===== config.mk =====
export PLATFORM = sky130hd
export DESIGN_NAME = rv_scoreboard_hazard_unit
export DESIGN_NICKNAME = d
export VERILOG_FILES = /design/src/rtl/rv_scoreboard_hazard_unit.sv
export SDC_FILE = /design/constraint.sdc
export NUM_CORES = 1
export LEC_CHECK = 0
export BUFFER_PORTS_ARGS = -buffer_cell sky130_fd_sc_hd__buf_2
export CAP_MARGIN = 25
export CORE_ASPECT_RATIO = 2
export CORE_MARGIN = 4
export CORE_UTILIZATION = 58
export CTS_CLUSTER_DIAMETER = 100
export CTS_CLUSTER_SIZE = 12
export DETAILED_ROUTE_END_ITERATION = 6
export PLACE_DENSITY = 0.81
export SETUP_SLACK_MARGIN = 0.5
export SKIP_CTS_REPAIR_TIMING = 1
export SLEW_MARGIN = 40
export SYNTH_ARGS = -nofsm -noshare
export SYNTH_HDL_FRONTEND = slang
export SYNTH_SLANG_ARGS = --single-unit

===== constraint.sdc =====
create_clock -name CLK -period 10.2 [get_ports CLK]
set_input_delay 1.02 -clock CLK [delete_from_list [all_inputs] [get_ports CLK]]
set_output_delay 1.02 -clock CLK [all_outputs]
set_load 0.1 [all_outputs]

===== src/rtl/rv_scoreboard_hazard_unit.sv =====
// rv_scoreboard_hazard_unit
// Per-register in-flight write scoreboard with RAW/WAW issue stall and a
// trap-entry sequencer (IDLE -> DRAIN -> REDIRECT -> IDLE).
//
// Issue handshake: issue_valid is the request and ~issue_stall is the ready.
// An instruction is accepted exactly in a cycle where issue_valid=1 and
// issue_stall=0. Stall is combinational from registered counts plus the
// current-cycle writebacks, so the issuer may hold or change its request
// freely while stalled. Writebacks (wb_valid) are unconditional retires.
module rv_scoreboard_hazard_unit #(
  parameter int NREGS        = 32,
  parameter int NRS          = 2,
  parameter int NWB          = 2,
  parameter int MAX_INFLIGHT = 3,
  parameter int WAW_STALL    = 1,
  parameter int BYPASS_WB    = 1,
  localparam int AW          = $clog2(NREGS),
  localparam int CW          = $clog2(MAX_INFLIGHT + 1)
) (
  input  logic              CLK,
  input  logic              RST,
  input  logic              issue_valid,
  input  logic [NRS*AW-1:0] issue_rs,
  input  logic [NRS-1:0]    issue_rs_used,
  input  logic [AW-1:0]     issue_rd,
  input  logic              issue_rd_write,
  input  logic [NWB-1:0]    wb_valid,
  input  logic [NWB*AW-1:0] wb_rd,
  input  logic              trap_req,
  input  logic [31:0]       trap_pc,
  input  logic              d_mem_busy,
  output logic              issue_stall,
  output logic              raw_hazard,
  output logic              waw_hazard,
  output logic [NREGS-1:0]  busy_vec,
  output logic              drain_active,
  output logic              insert_priv_pc,
  output logic [31:0]       priv_pc,
  output logic              pipe_flush,
  output logic              wb_underflow,
  output logic [1:0]        dbg_state
);

  localparam int DW = $clog2(NWB + 1);

  typedef enum logic [1:0] {
    ST_IDLE     = 2'd0,
    ST_DRAIN    = 2'd1,
    ST_REDIRECT = 2'd2
  } state_t;

  state_t          r_state;
  state_t          w_state_next;
  logic [CW-1:0]   r_count      [NREGS];
  logic [CW-1:0]   w_count_next [NREGS];
  logic [DW-1:0]   w_dec        [NREGS];
  logic [31:0]     r_priv_pc;
  logic            r_underflow;
  logic            w_underflow_evt;
  logic            w_accept;
  logic            w_all_zero;
  int              w_sum;

  // Count how many writeback ports retire each register this cycle.
  always_comb begin
    for (int r = 0; r < NREGS; r++) begin
      w_dec[r] = '0;
      for (int p = 0; p < NWB; p++) begin
        if (wb_valid[p] && (wb_rd[p*AW +: AW] == AW'(r)) && (r != 0)) begin
          w_dec[r] = w_dec[r] + DW'(1);
        end
      end
    end
  end

  // RAW: a used nonzero source with pending writes, unless they all retire now.
  always_comb begin
    raw_hazard = 1'b0;
    for (int i = 0; i < NRS; i++) begin
      if (issue_rs_used[i] && (issue_rs[i*AW +: AW] != '0) &&
          (r_count[issue_rs[i*AW +: AW]] != '0)) begin
        if (!((BYPASS_WB != 0) &&
              (int'(r_count[issue_rs[i*AW +: AW]]) == int'(w_dec[issue_rs[i*AW +: AW]])))) begin
          raw_hazard = 1'b1;
        end
      end
    end
  end

  // WAW: pending destination (optional) or saturated counter (always).
  always_comb begin
    waw_hazard = 1'b0;
    if (issue_rd_write && (issue_rd != '0)) begin
      if (((WAW_STALL != 0) && (r_count[issue_rd] != '0)) ||
          (int'(r_count[issue_rd]) == MAX_INFLIGHT)) begin
        waw_hazard = 1'b1;
      end
    end
  end

  assign issue_stall = issue_valid &
                       (raw_hazard | waw_hazard | (r_state != ST_IDLE) | trap_req);
  assign w_accept    = issue_valid & ~issue_stall;

  // Next counter values: count + inc - dec, clamped at zero on underflow.
  always_comb begin
    w_underflow_evt = 1'b0;
    w_sum           = 0;
    for (int r = 0; r < NREGS; r++) begin
      w_count_next[r] = '0;
      if (r != 0) begin
        w_sum = int'(r_count[r]) - int'(w_dec[r]);
        if (w_accept && issue_rd_write && (issue_rd == AW'(r))) begin
          w_sum = w_sum + 1;
        end
        if (w_sum < 0) begin
          w_underflow_evt = 1'b1;
        end else begin
          w_count_next[r] = CW'(w_sum);
        end
      end
    end
  end

  // Busy vector and drained condition from registered counts.
  always_comb begin
    for (int r = 0; r < NREGS; r++) begin
      busy_vec[r] = (r_count[r] != '0);
    end
  end

  assign w_all_zero = (busy_vec == '0);

  // Trap sequencer next-state.
  always_comb begin
    w_state_next = r_state;
    case (r_state)
      ST_IDLE:     if (trap_req) w_state_next = ST_DRAIN;
      ST_DRAIN:    if (w_all_zero && !d_mem_busy) w_state_next = ST_REDIRECT;
      ST_REDIRECT: w_state_next = ST_IDLE;
      default:     w_state_next = ST_IDLE;
    endcase
  end

  // State, counters, latched handler PC and sticky underflow flag.
  always_ff @(posedge CLK or posedge RST) begin
    if (RST) begin
      r_state     <= ST_IDLE;
      r_count     <= '{default: '0};
      r_priv_pc   <= 32'h0;
      r_underflow <= 1'b0;
    end else begin
      r_state     <= w_state_next;
      r_count     <= w_count_next;
      r_underflow <= r_underflow | w_underflow_evt;
      if ((r_state == ST_IDLE) && trap_req) begin
        r_priv_pc <= trap_pc;
      end
    end
  end

  assign drain_active   = (r_state == ST_DRAIN);
  assign insert_priv_pc = (r_state == ST_REDIRECT);
  assign pipe_flush     = (r_state == ST_REDIRECT);
  assign priv_pc        = r_priv_pc;
  assign wb_underflow   = r_underflow;
  assign dbg_state      = r_state;

endmodule


==> results of run 1 <==
per-layer routing:
metal	part of all wire (%)	vias up	GRT usage, %
li1	-	3995	-
met1	33	4429	41.6
met2	49	615	63.5
met3	8.1	193	6.78
met4	10	0	31.4
met5	0	-	0
through the flow:
stage / cells / hold WS (ns) / utilization, % / worst slack, ns
3_3_place_gp: 1357 / 0.483 / 63.3 / 3.85
4_1_cts: 1373 / 0.505 / 65.1 / 4.05
3_5_place_dp: 1357 / 0.490 / 63.3 / 3.72
6_report: 1373 / 0.500 / 65.2 / 4.12
2_1_floorplan: 1069 / 0.660 / - / 4.41
5_1_grt: 1373 / 0.522 / 65.2 / 4.04
critical path: stages:
cell and delay (ns):
buf_2 0.07, buf_4 0.54, nor2b_1 0.77, a221oi_1 0.21
a2111oi_0 0.65, a31oi_1 0.16, nand3_1 0.13, a221oi_1 0.11
a211oi_4 0.25, buf_4 0.37, inv_1 0.11, o31a_1 0.31
buf_2 0.29
report_power, final:
part / switching, mW / internal [mW]
Sequential: 0.199 / 0.558
Clock: 0.145 / 0.179
Combinational: 1.34 / 0.452
cells by family (layout without fill, tap and decap cells):
kind of cell | count (synthesis) | count (layout) | share of synthesized area [%]
AND/OR/NAND/NOR | 418 | 418 | 21.4
adder cells (fa/ha/maj) | 93 | 93 | 14.6
buffers and inverters | 149 | 249 | 6.68
other | 1 | 1 | 0.0393
AO/OA/AOI/OAI | 139 | 139 | 11.2
XOR/XNOR | 42 | 42 | 3.85
flip-flops | 97 | 97 | 25.4
multiplexers | 130 | 130 | 16.8
synthesized netlist by cell type, types with 19 or more instances:
cell,number,share of area [%]
xor2_1,30,2.8
nor3_1,39,2.0
nand2_1,67,2.6
nand3_1,38,2.0
clkbuf_1,28,1.1
nor2b_1,21,1.4
a22oi_1,22,1.7
inv_1,90,3.5
mux2i_1,67,7.0
fa_1,31,6.5
nor2_1,153,6.0
ha_1,62,8.1
mux4_2,19,4.5
dfrtp_1,97,25
mux2_2,40,4.7
final cells by class:
type	instances	area [um^2]	share of cell area, %
repair buffers	143	728	6.90
inverters	90	340	3.23
clock buffers	12	256	2.43
multi-input cells	823	6520	61.8
well taps	204	255	2.42
clock inverters	4	26.3	0.249
flip-flops and latches	97	2430	23.0
state kept, by name, summed over array words and instances, names as in the netlist:
| signal | flops |
|---|---|
| r_count | 62 |
| priv_pc | 32 |
| dbg_state | 2 |
| wb_underflow | 1 |
path summary, 6_finish.rpt:
check	from	endpoint	slack, ns	cells past startpoint
max	issue_rs[6]	issue_stall	4.12	13
min	priv_pc[10]	priv_pc[10]	0.50	1
max reg2reg	r_count[5]	wb_underflow	5.57	12
min reg2reg	priv_pc[10]	priv_pc[10]	0.50	1
max in group asynchronous	RST	r_count[29]	8.38	3
min in group asynchronous	RST	r_count[56]	0.73	2
cells in the final DEF, fill, tap and decap left out, types with 17 or more instances in the layout:
cell and count:
mux2i_1 67, o21ai_0 17, ha_1 62, nor2b_1 21, nor3_1 39, dfrtp_1 97
buf_2 138, nand3_1 38, xor2_1 30, a22oi_1 22, fa_1 31, mux2_2 40
nor2_1 152, inv_1 89, mux4_2 19, nand2_1 66
==> qor.csv, run 1 <==
stage;metric;value;unit
run_status;status;completed;
timing;setup TNS;0;ns
timing;Hold Fails Final Rpt;0;
worst_setup_path;startpoint types;primary input;
place;Post-DP Area;10200;um^2
die;Core ar.;16200;um^2
worst_setup_path;crit-path max FO;47;
finish;Nets;1324;
worst_setup_path;Worst Setup Path Type;in -> out;
yosys;YS warnings;0;
die;Die Ht;189;um
clock_network;Clock Pin Slew Worst Setup and Hold Paths;0.06;ns
finish;layout cells sized above 1;20.6;%
timing;Final Slew Violations;0;
worst_setup_path;Arr. time, crit path;5.06;ns
place;IO buf count;138;
timing;Worst Max-Slew Pin Slew;0.983;ns
timing;Final setup viols;0;
power;total power;2.88;mW
global_route;largest net degree at the start of global routing;55;
finish;synthesis-to-layout area growth;10.5;%
die;io pins;140;
timing;slew margin rel.;34.3;%
yosys;syn_nets;1229;
global_route;Global Route Usage Sum;38.2;%
global_route;number of global-route vias before repair;9347;
finish;Layout Cell Area excl Fill;10600;um^2
yosys;FFs w/ async S/R, synth;100;%
yosys;Mapped Cells;1069;
clock_network;root cell of the clock tree;clkbuf_16;
flow_run;total of max-cap violations;0;
yosys;post-synthesis cell type count;77;
worst_setup_path;Worst Path Required;9.18;ns
drt;Post-route DRC;0;
timing;Tcrit/Tclk final;59.6;%
finish;ANT cells;0;
drt;Routed Antenna Nets;0;
drt;initial DRC count;749;
clock_network;H-Tree Depth;3;
place;RePlAce Congestion;1.05;
global_route;total grt overflow;0;
drt;first drt pass iteration count;5;
power;P per Cell Area;273;nW/um^2
place;dpl hpwl;28100;um
yosys;Avg Cell Area, Syn;8.94;um^2
global_route;initial antenna violation count;0;
power;Peak VDD IR;0.286;mV
timing;fmax;164;MHz
yosys;#FFs+latches synth;97;
drt;vias per cell;6.72;
drt;WL per Instance;25.9;um
yosys;dominant register cell in the synthesized netlist;dfrtp_1;
yosys;post-synthesis instance area;9550;um^2
global_route;wire length of the first global-routing pass;53500;um
clock_network;CTS Buf Count;9;
clock_network;Clock Tree Buf Depth;2;
clock_network;clock sink count;97;
min_path;Hold Path Class;reg -> reg;
yosys;number of synthesized flops with an enable pin;0;
die;Die Area;18700;um^2
clock_network;CTS tree;built;
finish;Layout fillers;1424;
die;number of cell rows;66;
power;leakage power;4.98;nW
timing;Clock Skews;0.00489;ns
die;chip width;98.7;um
timing;Tmin final;6.08;ns
worst_setup_path;Worst setup EP type;output port;
drt;drt total wl;35500;um
yosys;Seq/Total Area, Yosys;25.4;%
drt;DR vias;9232;
clock_network;Worst-Skew Late Latency;0.35;ns
timing;RSZ-0062 raised after global routing;no;
die;Initial Utilization;59.0;%
Note: power is estimated with default switching activity, not from simulation.
==> run 2, diff against run 1 <==
--- a/config.mk
+++ b/config.mk
@@ -9,11 +9,11 @@
 export CAP_MARGIN = 25
 export CORE_ASPECT_RATIO = 2
 export CORE_MARGIN = 4
-export CORE_UTILIZATION = 58
+export CORE_UTILIZATION = 54
 export CTS_CLUSTER_DIAMETER = 100
 export CTS_CLUSTER_SIZE = 12
 export DETAILED_ROUTE_END_ITERATION = 6
-export PLACE_DENSITY = 0.81
+export PLACE_DENSITY = 0.79
 export SETUP_SLACK_MARGIN = 0.5
 export SKIP_CTS_REPAIR_TIMING = 1
 export SLEW_MARGIN = 40
==> constraint.sdc (replaced) <==
create_clock -name CLK -period 5.5 [get_ports CLK]
set_input_delay 0.55 -clock CLK [delete_from_list [all_inputs] [get_ports CLK]]
set_output_delay 0.55 -clock CLK [all_outputs]
set_load 0.1 [all_outputs]
==> qor.csv, run 2 (same netlist as run 1, synthesis figures left out) <==
stage;metric;value;unit
timing;hold slack;0.215;ns
min_path;Hold Path Class;in -> async;
power;leakage power;5.09;nW
die;Initial Utilization;55.0;%
finish;Nets;1344;
finish;Biggest register;r_count;
timing;RSZ-0062 raised after global routing;no;
drt;DR vias;9284;
worst_setup_path;crit-path max FO;25;
place;dpl cells;1383;
die;Core ar.;17400;um^2
die;chip width;102;um
place;RePlAce Congestion;1.09;
place;dpl hpwl;30900;um
die;Die Ht;196;um
timing;slew margin rel.;42.1;%
clock_network;clock sink count;97;
timing;Final Slew Violations;0;
drt;vias per cell;6.64;
timing;Tcrit/Tclk final;87.4;%
clock_network;Clock Tree Buf Depth;2;
drt;first drt pass iteration count;5;
timing;setup TNS;0;ns
die;Die Area;20000;um^2
timing;fmax;208;MHz
global_route;total grt overflow;0;
drt;drt total wl;37700;um
global_route;largest net degree at the start of global routing;65;
clock_network;Clock Pin Slew Worst Setup and Hold Paths;0.07;ns
timing;Hold Fails Final Rpt;0;
die;io pins;140;
power;total power;5.38;mW
clock_network;root cell of the clock tree;clkbuf_16;
place;IO buf count;138;
worst_setup_path;reg2reg setup slack;1.42;ns
finish;ANT cells;0;
global_route;Global Route Usage Sum;38.5;%
worst_setup_path;startpoint types;primary input;
finish;Non-Filler Instances;1398;
drt;Routed Antenna Nets;0;
worst_setup_path;worst r2r path cells;12;
power;Peak VDD IR;0.509;mV
drt;WL per Instance;27.0;um
worst_setup_path;Worst Setup Path Type;in -> out;
finish;commonest non-fill, non-tap cell in the layout;nor2_1;
worst_setup_path;Worst setup EP type;output port;
timing;Clock Skews;0.00566;ns
finish;synthesis-to-layout area growth;11.9;%
finish;layout cells sized above 1;21.7;%
drt;Post-route DRC;0;
worst_setup_path;Arr. time, crit path;4.26;ns
finish;most frequent cells in the layout;nor2_1, buf_2, dfrtp_1, inv_1;
run_status;status;completed;
die;number of cell rows;68;
power;P per Cell Area;503;nW/um^2
worst_setup_path;R2R Path End;wb_underflow;
worst_setup_path;Worst Path Required;4.95;ns
timing;Final setup viols;0;
finish;Layout fillers;1565;
global_route;number of global-route vias before repair;9524;
clock_network;CTS Buf Count;9;
finish;Largest register FFs;62;
clock_network;H-Tree Depth;3;
flow_run;total of max-cap violations;0;
worst_setup_path;reg2reg start;r_count[57];
global_route;wire length of the first global-routing pass;56400;um
timing;Worst Max-Slew Pin Slew;0.867;ns
global_route;initial antenna violation count;0;
drt;initial DRC count;750;
clock_network;CTS tree;built;
timing;Tmin final;4.81;ns
clock_network;Worst-Skew Late Latency;0.34;ns
==> run 2: worst max-delay path, cell delays in order <==
cell      delay [ns]
buf_2           0.12
nor2b_1         0.19
nand3_1         0.19
nor2_1          0.49
ha_1            0.37
mux2i_1         0.14
a22oi_1         0.16
nand3_1         0.26
o211ai_2        0.16
o32a_2          0.16
o311ai_2        0.12
a211oi_4        0.31
buf_4           0.34
inv_1           0.10
o31a_1          0.29
buf_2           0.29
==> run 2: through the flow <==
stage / cell area (um^2) / setup WS, ns / util [%]
after floorplan: 9550 / 0.648 / -
after global placement: 10400 / 0.640 / 60.0
after detailed placement: 10400 / 0.641 / 60.0
after CTS: 10700 / 0.847 / 61.5
after global routing: 10700 / 0.510 / 61.6
final: 10700 / 0.694 / 61.6
==> run 2: cell type report <==
type | instances | area (um^2) | share of cell area (%)
clock buffer | 11 | 243 | 2.27
clock inverter | 4 | 27.5 | 0.258
inverter | 90 | 340 | 3.18
multi-input combinational | 823 | 6490 | 60.8
sequential | 97 | 2430 | 22.7
tap | 210 | 263 | 2.46
timing repair buffer | 163 | 895 | 8.37
==> run 2: power breakdown <==
part / switching, mW / total, mW / internal (mW)
Combinational: 2.53 / 3.38 / 0.849
Clock: 0.268 / 0.586 / 0.318
Sequential: 0.378 / 1.41 / 1.03
==> run 2: worst max path at each step <==
stage,from,endpoint
2_1_floorplan,wb_rd[3],issue_stall
3_3_place_gp,wb_valid[1],wb_underflow
3_5_place_dp,wb_valid[1],wb_underflow
4_1_cts,wb_valid[1],issue_stall
5_1_grt,wb_valid[1],issue_stall
6_report,wb_rd[1],issue_stall
==> run 2: routing by layer <==
layer / global-route usage, % / vias up / wire [um]
met3: 5.37 / 194 / 2770
met1: 41.5 / 4475 / 12300
li1: - / 4031 / -
met2: 63.5 / 584 / 18300
met5: 0 / - / 0
met4: 34.0 / 0 / 4320
==> run 3, diff against run 2 <==
--- a/config.mk
+++ b/config.mk
@@ -9,11 +9,11 @@
 export CAP_MARGIN = 25
 export CORE_ASPECT_RATIO = 2
 export CORE_MARGIN = 4
-export CORE_UTILIZATION = 54
+export CORE_UTILIZATION = 30
 export CTS_CLUSTER_DIAMETER = 100
 export CTS_CLUSTER_SIZE = 12
 export DETAILED_ROUTE_END_ITERATION = 6
-export PLACE_DENSITY = 0.79
+export REMOVE_ABC_BUFFERS = 1
 export SETUP_SLACK_MARGIN = 0.5
 export SKIP_CTS_REPAIR_TIMING = 1
 export SLEW_MARGIN = 40
==> qor.csv, run 3 (same netlist as run 1, synthesis figures left out) <==
stage;metric;value;unit
worst_setup_path;worst path cell trace;buf_2 > nor2b_1 > nand2_1 > nor2_1 > ha_1 > mux4_2 > nor3_1 > a2111o_1 > o211ai_2 > o32a_2 > o311ai_2 > a211oi_4 > buf_4 > inv_1 > o31a_1 > buf_2;
worst_setup_path;critical path startpoint;wb_valid[0];
die;Die Area;34900;um^2
timing;Hold Fails Final Rpt;0;
run_status;status;completed;
die;number of cell rows;92;
finish;Largest register FFs;62;
timing;setup TNS;0;ns
worst_setup_path;R2R Path End;wb_underflow;
worst_setup_path;Worst setup EP type;output port;
flow_run;total of max-cap violations;0;
die;io pins;140;
drt;drt total wl;42000;um
timing;fmax;208;MHz
timing;Worst Max-Slew Pin Slew;0.797;ns
die;chip width;134;um
worst_setup_path;Worst Path Required;4.95;ns
timing;Tcrit/Tclk final;87.3;%
worst_setup_path;reg2reg setup slack;1.34;ns
power;P per Cell Area;486;nW/um^2
clock_network;Clock Tree Buf Depth;2;
finish;most frequent cells in the layout;nor2_1, buf_2, dfrtp_1, inv_1;
finish;layout cells sized above 1;22.0;%
power;leakage power;5.09;nW
timing;Clock Skews;0.0138;ns
worst_setup_path;Arr. time, crit path;4.25;ns
min_path;Hold Path Class;in -> async;
clock_network;H-Tree Depth;3;
worst_setup_path;reg2reg start;r_count[16];
clock_network;CTS tree;built;
timing;RSZ-0062 raised after global routing;no;
drt;DR vias;9023;
worst_setup_path;worst r2r path cells;12;
drt;first drt pass iteration count;5;
global_route;initial antenna violation count;0;
drt;vias per cell;5.58;
place;RePlAce Congestion;1.08;
finish;synthesis-to-layout area growth;14.9;%
timing;Tmin final;4.80;ns
global_route;Global Route Usage Sum;23.9;%
place;IO buf count;138;
clock_network;Clock Pin Slew Worst Setup and Hold Paths;0.07;ns
drt;Routed Antenna Nets;0;
drt;Post-route DRC;0;
clock_network;Worst-Skew Late Latency;0.37;ns
global_route;largest net degree at the start of global routing;65;
clock_network;CTS Buf Count;9;
global_route;number of global-route vias before repair;9323;
worst_setup_path;cell mode on critical path;buf_2;
die;Core ar.;31400;um^2
drt;WL per Instance;26.0;um
power;Peak VDD IR;0.509;mV
finish;ANT cells;0;
timing;Final Slew Violations;0;
worst_setup_path;Worst Setup Path Type;in -> out;
clock_network;root cell of the clock tree;clkbuf_16;
worst_setup_path;crit-path max FO;25;
worst_setup_path;Critical-path top delay cell;a2111o_1;
global_route;wire length of the first global-routing pass;60500;um
die;Die Ht;260;um
timing;Final setup viols;0;
global_route;total grt overflow;0;
finish;Nets;1349;
place;dpl hpwl;34900;um
finish;Layout fillers;3217;
finish;commonest non-fill, non-tap cell in the layout;nor2_1;
finish;fin util;34.9;%
drt;initial DRC count;705;
worst_setup_path;startpoint types;primary input;
timing;slew margin rel.;45.5;%
die;Initial Utilization;30.4;%
clock_network;clock sink count;97;
finish;Biggest register;r_count;
timing;hold slack;0.269;ns
worst_setup_path;max incr delay on CP;0.40;ns
-- run 3: power by group --
group	internal (mW)	total (mW)	switching, mW
Sequential	1.03	1.39	0.357
Clock	0.306	0.596	0.291
Combinational	0.841	3.35	2.51
-- run 3: layer usage --
layer | wire length (um) | vias up | part of all wire (%) | GRT usage [%]
li1 | - | 4045 | - | -
met1 | 13500 | 4426 | 32 | 22.7
met2 | 21800 | 388 | 52 | 43.7
met3 | 2050 | 164 | 4.9 | 3.34
met4 | 4710 | 0 | 11 | 21.7
met5 | 0 | - | 0 | 0
-- run 3: worst max-delay path by stage --
stage / to / slack (ns) / cells past startpoint
after floorplan: issue_stall / 0.58 / 13
after global placement: wb_underflow / 0.44 / 16
after detailed placement: wb_underflow / 0.50 / 17
after CTS: issue_stall / 0.76 / 15
after global routing: issue_stall / 0.51 / 16
final: issue_stall / 0.70 / 16
-- run 3: metrics by stage --
| step | area, um^2 | std cells | power, mW | setup WS [ns] |
|---|---|---|---|---|
| after detailed placement | 10700 | 1601 | 4.71 | 0.505 |
| after CTS | 11000 | 1616 | 5.34 | 0.765 |
| after floorplan | 9250 | 1010 | 3.89 | 0.579 |
| after global placement | 10700 | 1601 | 4.70 | 0.442 |
| final | 11000 | 1616 | 5.33 | 0.700 |
| after global routing | 11000 | 1616 | 5.60 | 0.505 |
-- run 3: worst max-delay path: cells and delay by family --
kind                     cells  cell delay (ns)
buffers and inverters        4             0.91
multiplexers                 1             0.29
AND/OR/NAND/NOR              4             0.65
adder cells (fa/ha/maj)      1             0.37
AO/OA/AOI/OAI                6             1.45
-- run 3: area by class of cell --
| cell class | instances | area (um^2) | share of cell area, % |
|---|---|---|---|
| inverters | 90 | 343 | 3.12 |
| well taps | 423 | 529 | 4.82 |
| clock buffers | 11 | 233 | 2.12 |
| multi-input cells | 823 | 6500 | 59.2 |
| clock inverters | 4 | 28.8 | 0.262 |
| flip-flops and latches | 97 | 2430 | 22.1 |
| repair buffers | 168 | 916 | 8.34 |
